==> src/rtl/pipe_pkg.sv <==
// Shared types for the EX/MEM/WB slice of the 64-bit pipelined core.
package pipe_pkg;

    localparam int N_DEFAULT = 64;

    typedef enum logic {
        IDLE   = 1'b0,
        ACCESS = 1'b1
    } mem_state_t;

    typedef struct packed {
        logic                 valid;
        logic                 mem_read;
        logic                 mem_write;
        logic                 branch;
        logic                 reg_write;
        logic                 mem_to_reg;
        logic [4:0]           rd;
        logic                 zero;
        logic [N_DEFAULT-1:0] pc_branch;
        logic [N_DEFAULT-1:0] alu_result;
        logic [N_DEFAULT-1:0] write_data;
    } exmem_t;

    typedef struct packed {
        logic                 valid;
        logic                 reg_write;
        logic                 mem_to_reg;
        logic [4:0]           rd;
        logic [N_DEFAULT-1:0] alu_result;
        logic [N_DEFAULT-1:0] read_data;
    } memwb_t;

    function automatic logic is_mem_op(input logic valid, input logic rd_en, input logic wr_en);
        return valid & (rd_en | wr_en);
    endfunction

endpackage

==> src/rtl/pipe_reg.sv <==
// Generic pipeline register with load enable and synchronous clear.
module pipe_reg #(
    parameter int W = 1
) (
    input  logic         clk_i,
    input  logic         clr_i,
    input  logic         en_i,
    input  logic [W-1:0] d_i,
    output logic [W-1:0] q_o
);

    always_ff @(posedge clk_i) begin
        if (clr_i) begin
            q_o <= '0;
        end else if (en_i) begin
            q_o <= d_i;
        end
    end

endmodule

==> src/rtl/ex_mem_stage.sv <==
// Memory stage: EX/MEM register, data-memory handshake FSM, branch resolve,
// and the MEM/WB register feeding writeback.
module ex_mem_stage
    import pipe_pkg::*;
#(
    parameter int N = N_DEFAULT
) (
    input  logic         clk,
    input  logic         reset,
    input  logic         valid_E,
    input  logic         MemRead_E,
    input  logic         MemWrite_E,
    input  logic         Branch_E,
    input  logic         RegWrite_E,
    input  logic         MemtoReg_E,
    input  logic [4:0]   rd_E,
    input  logic         zero_E,
    input  logic [N-1:0] PCBranch_E,
    input  logic [N-1:0] aluResult_E,
    input  logic [N-1:0] writeData_E,
    output logic         dm_req,
    output logic         dm_we,
    output logic [N-1:0] dm_addr,
    output logic [N-1:0] dm_wdata,
    input  logic [N-1:0] dm_rdata,
    input  logic         dm_ready,
    output logic         stall_M,
    output logic         PCSrc_M,
    output logic [N-1:0] PCBranch_M,
    output logic         valid_W,
    output logic         RegWrite_W,
    output logic         MemtoReg_W,
    output logic [4:0]   rd_W,
    output logic [N-1:0] aluResult_W,
    output logic [N-1:0] readData_W,
    output logic [31:0]  stallCount
);

    exmem_t     exmem_d, exmem_q;
    memwb_t     memwb_d, memwb_q;
    mem_state_t state_d, state_q;
    logic [31:0] stall_cnt_d, stall_cnt_q;
    logic       load_done;

    // EX -> MEM boundary
    always_comb begin
        exmem_d            = '0;
        exmem_d.valid      = valid_E;
        exmem_d.mem_read   = MemRead_E;
        exmem_d.mem_write  = MemWrite_E;
        exmem_d.branch     = Branch_E;
        exmem_d.reg_write  = RegWrite_E;
        exmem_d.mem_to_reg = MemtoReg_E;
        exmem_d.rd         = rd_E;
        exmem_d.zero       = zero_E;
        exmem_d.pc_branch  = N_DEFAULT'(PCBranch_E);
        exmem_d.alu_result = N_DEFAULT'(aluResult_E);
        exmem_d.write_data = N_DEFAULT'(writeData_E);
    end

    pipe_reg #(.W($bits(exmem_t))) u_exmem (
        .clk_i (clk),
        .clr_i (reset),
        .en_i  (~stall_M),
        .d_i   (exmem_d),
        .q_o   (exmem_q)
    );

    assign dm_req   = (state_q == ACCESS);
    assign dm_we    = exmem_q.mem_write;
    assign dm_addr  = N'(exmem_q.alu_result);
    assign dm_wdata = N'(exmem_q.write_data);
    assign stall_M  = dm_req & ~dm_ready;

    // A set write bit wins over read, so dual-flagged ops never update readData.
    assign load_done = dm_req & dm_ready & exmem_q.mem_read & ~exmem_q.mem_write;

    assign PCSrc_M    = exmem_q.valid & exmem_q.branch & exmem_q.zero;
    assign PCBranch_M = N'(exmem_q.pc_branch);

    // Stay in ACCESS while waiting, or hand off directly to a newly loaded memory op.
    assign state_d = (stall_M || is_mem_op(valid_E, MemRead_E, MemWrite_E)) ? ACCESS : IDLE;

    assign stall_cnt_d = (stall_M && (stall_cnt_q != 32'hFFFF_FFFF)) ? stall_cnt_q + 32'd1
                                                                    : stall_cnt_q;

    always_ff @(posedge clk) begin
        if (reset) begin
            state_q     <= IDLE;
            stall_cnt_q <= '0;
        end else begin
            state_q     <= state_d;
            stall_cnt_q <= stall_cnt_d;
        end
    end

    // MEM -> WB boundary
    always_comb begin
        memwb_d = memwb_q;
        if (stall_M) begin
            memwb_d.valid     = 1'b0;
            memwb_d.reg_write = 1'b0;
        end else begin
            memwb_d.valid      = exmem_q.valid;
            memwb_d.reg_write  = exmem_q.reg_write & exmem_q.valid;
            memwb_d.mem_to_reg = exmem_q.mem_to_reg;
            memwb_d.rd         = exmem_q.rd;
            memwb_d.alu_result = exmem_q.alu_result;
            if (load_done) begin
                memwb_d.read_data = N_DEFAULT'(dm_rdata);
            end
        end
    end

    pipe_reg #(.W($bits(memwb_t))) u_memwb (
        .clk_i (clk),
        .clr_i (reset),
        .en_i  (1'b1),
        .d_i   (memwb_d),
        .q_o   (memwb_q)
    );

    assign valid_W     = memwb_q.valid;
    assign RegWrite_W  = memwb_q.reg_write;
    assign MemtoReg_W  = memwb_q.mem_to_reg;
    assign rd_W        = memwb_q.rd;
    assign aluResult_W = N'(memwb_q.alu_result);
    assign readData_W  = N'(memwb_q.read_data);
    assign stallCount  = stall_cnt_q;

endmodule

==> config.mk <==
export PLATFORM = sky130hd
export DESIGN_NAME = ex_mem_stage
export DESIGN_NICKNAME = d
export VERILOG_FILES = /design/src/rtl/pipe_pkg.sv /design/src/rtl/pipe_reg.sv /design/src/rtl/ex_mem_stage.sv
export SDC_FILE = /design/constraint.sdc
export NUM_CORES = 1
export LEC_CHECK = 0
export ABC_AREA = 1
export CORE_MARGIN = 5
export CORE_UTILIZATION = 25
export CTS_CLUSTER_SIZE = 28
export DETAILED_ROUTE_END_ITERATION = 12
export PLACE_DENSITY_LB_ADDON = 0.3
export SLEW_MARGIN = 10
export SYNTH_ARGS = -nofsm -noshare
export SYNTH_HDL_FRONTEND = slang
export SYNTH_HIERARCHICAL = 1
export SYNTH_SLANG_ARGS = --single-unit
==> constraint.sdc <==
create_clock -name clk -period 4.85 [get_ports clk]
set_input_delay 0.7275 -clock clk [delete_from_list [all_inputs] [get_ports clk]]
set_output_delay 0.7275 -clock clk [all_outputs]
set_load 0.01 [all_outputs]
==> impl_metrics.json <==
{
  "core_um2": 68700,
  "finalCriticalPeriod_ns": 3.48,
  "vias_per_cell": 3.98,
  "crit_top_cell": "clkdlybuf4s50_1",
  "synth_cell_types": 29,
  "cts_buffers": 46,
  "ys_top_cells_by_area": "dfxtp_1, nand2_1, nor2_1, inv_1, mux2_2",
  "cts_max_level": 2,
  "die-area_um2": 74800,
  "area_growth_pct": 49.2,
  "holdWs_ns": 0.466,
  "final_cells": 4298,
  "finalSetupTns_ns": 0,
  "cts_tree": "yes",
  "row_count": 96,
  "path_clk_slew_ns": 0.06,
  "detail-route-antenna-nets": 0,
  "finalCritPeriodShare": 0.718,
  "grt_pass1_wl_mm": 92.7,
  "overflow": 0,
  "insertion_delay_ns": 0.57,
  "antenna_found_initial": 5,
  "clkSinkCount": 373,
  "rsz0062_at_grt": "no",
  "cp-start-kind": "primary input",
  "required_ns": 4.12,
  "finalClockSkew_ns": 0.0200,
  "vias": 17116,
  "yosysTopAreaCell": "dfxtp_1",
  "clock_path_buffers": 3,
  "p_leak_uw": 0.0127,
  "drv_cap": 0,
  "start_util": 0.253,
  "finalNetCount": 3601,
  "avgRoutedWirePerCell_um": 14.2,
  "gp_congestion": 0.817,
  "ys_seq_elements": 373,
  "yosys_warnings": 6,
  "power_density_nw_per_um2": 322,
  "slowest_delay_ns": 0.62,
  "r2r_cells": 9,
  "finalHoldViolCount": 0,
  "drtPass1Iterations": 4,
  "post_cts_buffers": 0,
  "irDropWorstVdd_uv": 248,
  "worstSetupEndpointType": "output port",
  "netlist_area_um2": 17400,
  "cp_slowest_cell": "clkdlybuf4s50_1",
  "cts_resized": 0,
  "avgSynthCellArea_um2": 6.25,
  "final-max-slew-violation-count": 0,
  "grt_max_degree": 188,
  "path_class": "in2out",
  "status": "finished, final reports clean",
  "die_w_um": 273,
  "drive_above_1_share": 0.0484,
  "cts_hold_buf": 0,
  "hold_path_depth": 2,
  "dp_cells": 4212,
  "ios": 635,
  "min_path_type": "reg2reg",
  "cp.arrival_ns": 2.76,
  "tightestPinTransition_ns": 1.11,
  "port_buffers": 634,
  "die_height_um": 273,
  "ys_seq_area_frac": 0.430,
  "drt-total-wl_mm": 61.2,
  "first_iter_violations": 879,
  "hpwl_mm": 42.5,
  "fmax_mhz": 287,
  "cts_root_buffer": "clkbuf_16",
  "syn_inst": 2776,
  "slew-limit-headroom": 0.261,
  "remaining_drc_errors": 0,
  "path_cells": "clkdlybuf4s50_1 > inv_1 > nand2_4 > clkinv_2 > clkdlybuf4s50_1",
  "crit_fanout": 43,
  "final-setup-viol-count": 0,
  "grt_usage": 0.155,
  "netlist.area_leader.share": 0.430,
  "grt_pass1_vias": 15721
}
-- through the flow --
step / setup slack (ns) / total power [µW] / instance area [µm²] / utilization
after floorplan: 2.65 / 4080 / 17400 / -
after global placement: 1.26 / 4810 / 24300 / 0.354
after detailed placement: 1.30 / 4820 / 24300 / 0.354
after CTS: 1.30 / 8510 / 25900 / 0.377
after global routing: 1.21 / 8810 / 25900 / 0.377
final: 1.37 / 8350 / 25900 / 0.377
-- worst paths after layout --
check	end	start	slack (ns)
min	u_exmem/q_o[200]	u_exmem/q_o[200]	0.47
min reg2reg	u_exmem/q_o[200]	u_exmem/q_o[200]	0.47
max	stall_M	dm_ready	1.37
max reg2reg	stallCount[30]	dm_req	2.30
-- registers in the layout, indices dropped and copies added, names as in the netlist --
| signal | flops |
|---|---|
| u_exmem/q_o | 204 |
| u_memwb/q_o | 136 |
| stallCount | 32 |
| dm_req | 1 |
-- routing by layer --
| metal | track usage | part of all wire |
|---|---|---|
| met4 | 0.0422 | 0.025 |
| met2 | 0.262 | 0.46 |
| met5 | 0 | 0.00044 |
| met3 | 0.0620 | 0.095 |
| met1 | 0.182 | 0.42 |
-- power breakdown --
group	total (µW)	internal, µW	switching, µW
Sequential	3400	3260	132
Combinational	1360	716	643
Clock	3590	2200	1400
Total	8350	6180	2170
-- cells by family (layout without fill, tap and decap cells) --
family | count (synthesis) | in the layout | share of synthesized area
AO/OA/AOI/OAI | 32 | 32 | 0.00952
flip-flops | 373 | 373 | 0.430
other | 1 | 4 | 0.000216
multiplexers | 64 | 64 | 0.0415
adder cells (fa/ha/maj) | 1 | 1 | 0.000721
AND/OR/NAND/NOR | 1797 | 1797 | 0.398
buffers and inverters | 508 | 1096 | 0.120
-- layout by cell type (no fill, tap or decap), types with 4 or more instances in the layout --
cell / netlist / routed
a21oi_1: 26 / 26
clkbuf_16: 0 / 46
bufinv_16: 0 / 5
buf_12: 0 / 4
nor2_1: 758 / 758
clkbuf_1: 37 / 10
buf_4: 13 / 7
dfxtp_1: 373 / 373
nand2_1: 976 / 975
inv_1: 362 / 362
clkbuf_8: 0 / 12
nand3_1: 33 / 33
clkinv_2: 0 / 9
mux2_2: 64 / 64
a31oi_1: 4 / 4
nand4_1: 12 / 12
clkdlybuf4s50_1: 0 / 634
-- worst max-delay path: cells and delay by family --
family / cells / cell delay (ns)
AND/OR/NAND/NOR: 1 / 0.37
buffers and inverters: 4 / 1.65
-- synthesized netlist by cell type (all sizes together) --
master and n:
nand2 979, nor2 762, dfxtp 373, inv 365
buf 104, mux2 64, clkbuf 37, nand3 34
a21oi 26, nand4 12, a31oi 4, nor3 4
nand3b 3, and2 2, clkinv 2, o21ai 2
and3 1, conb 1, ha 1
-- layout make-up --
class                      instances  area [µm²]
sequential                       373        7470
multi-input combinational       1896        7810
clock buffer                      68        1350
timing repair buffer             645        6480
fill                            7426       42800
tap                              931        1160
clock inverter                    16         224
antenna                            2        5.00
inverter                         367        1390
No activity file was read; power rests on OpenSTA's default activity.
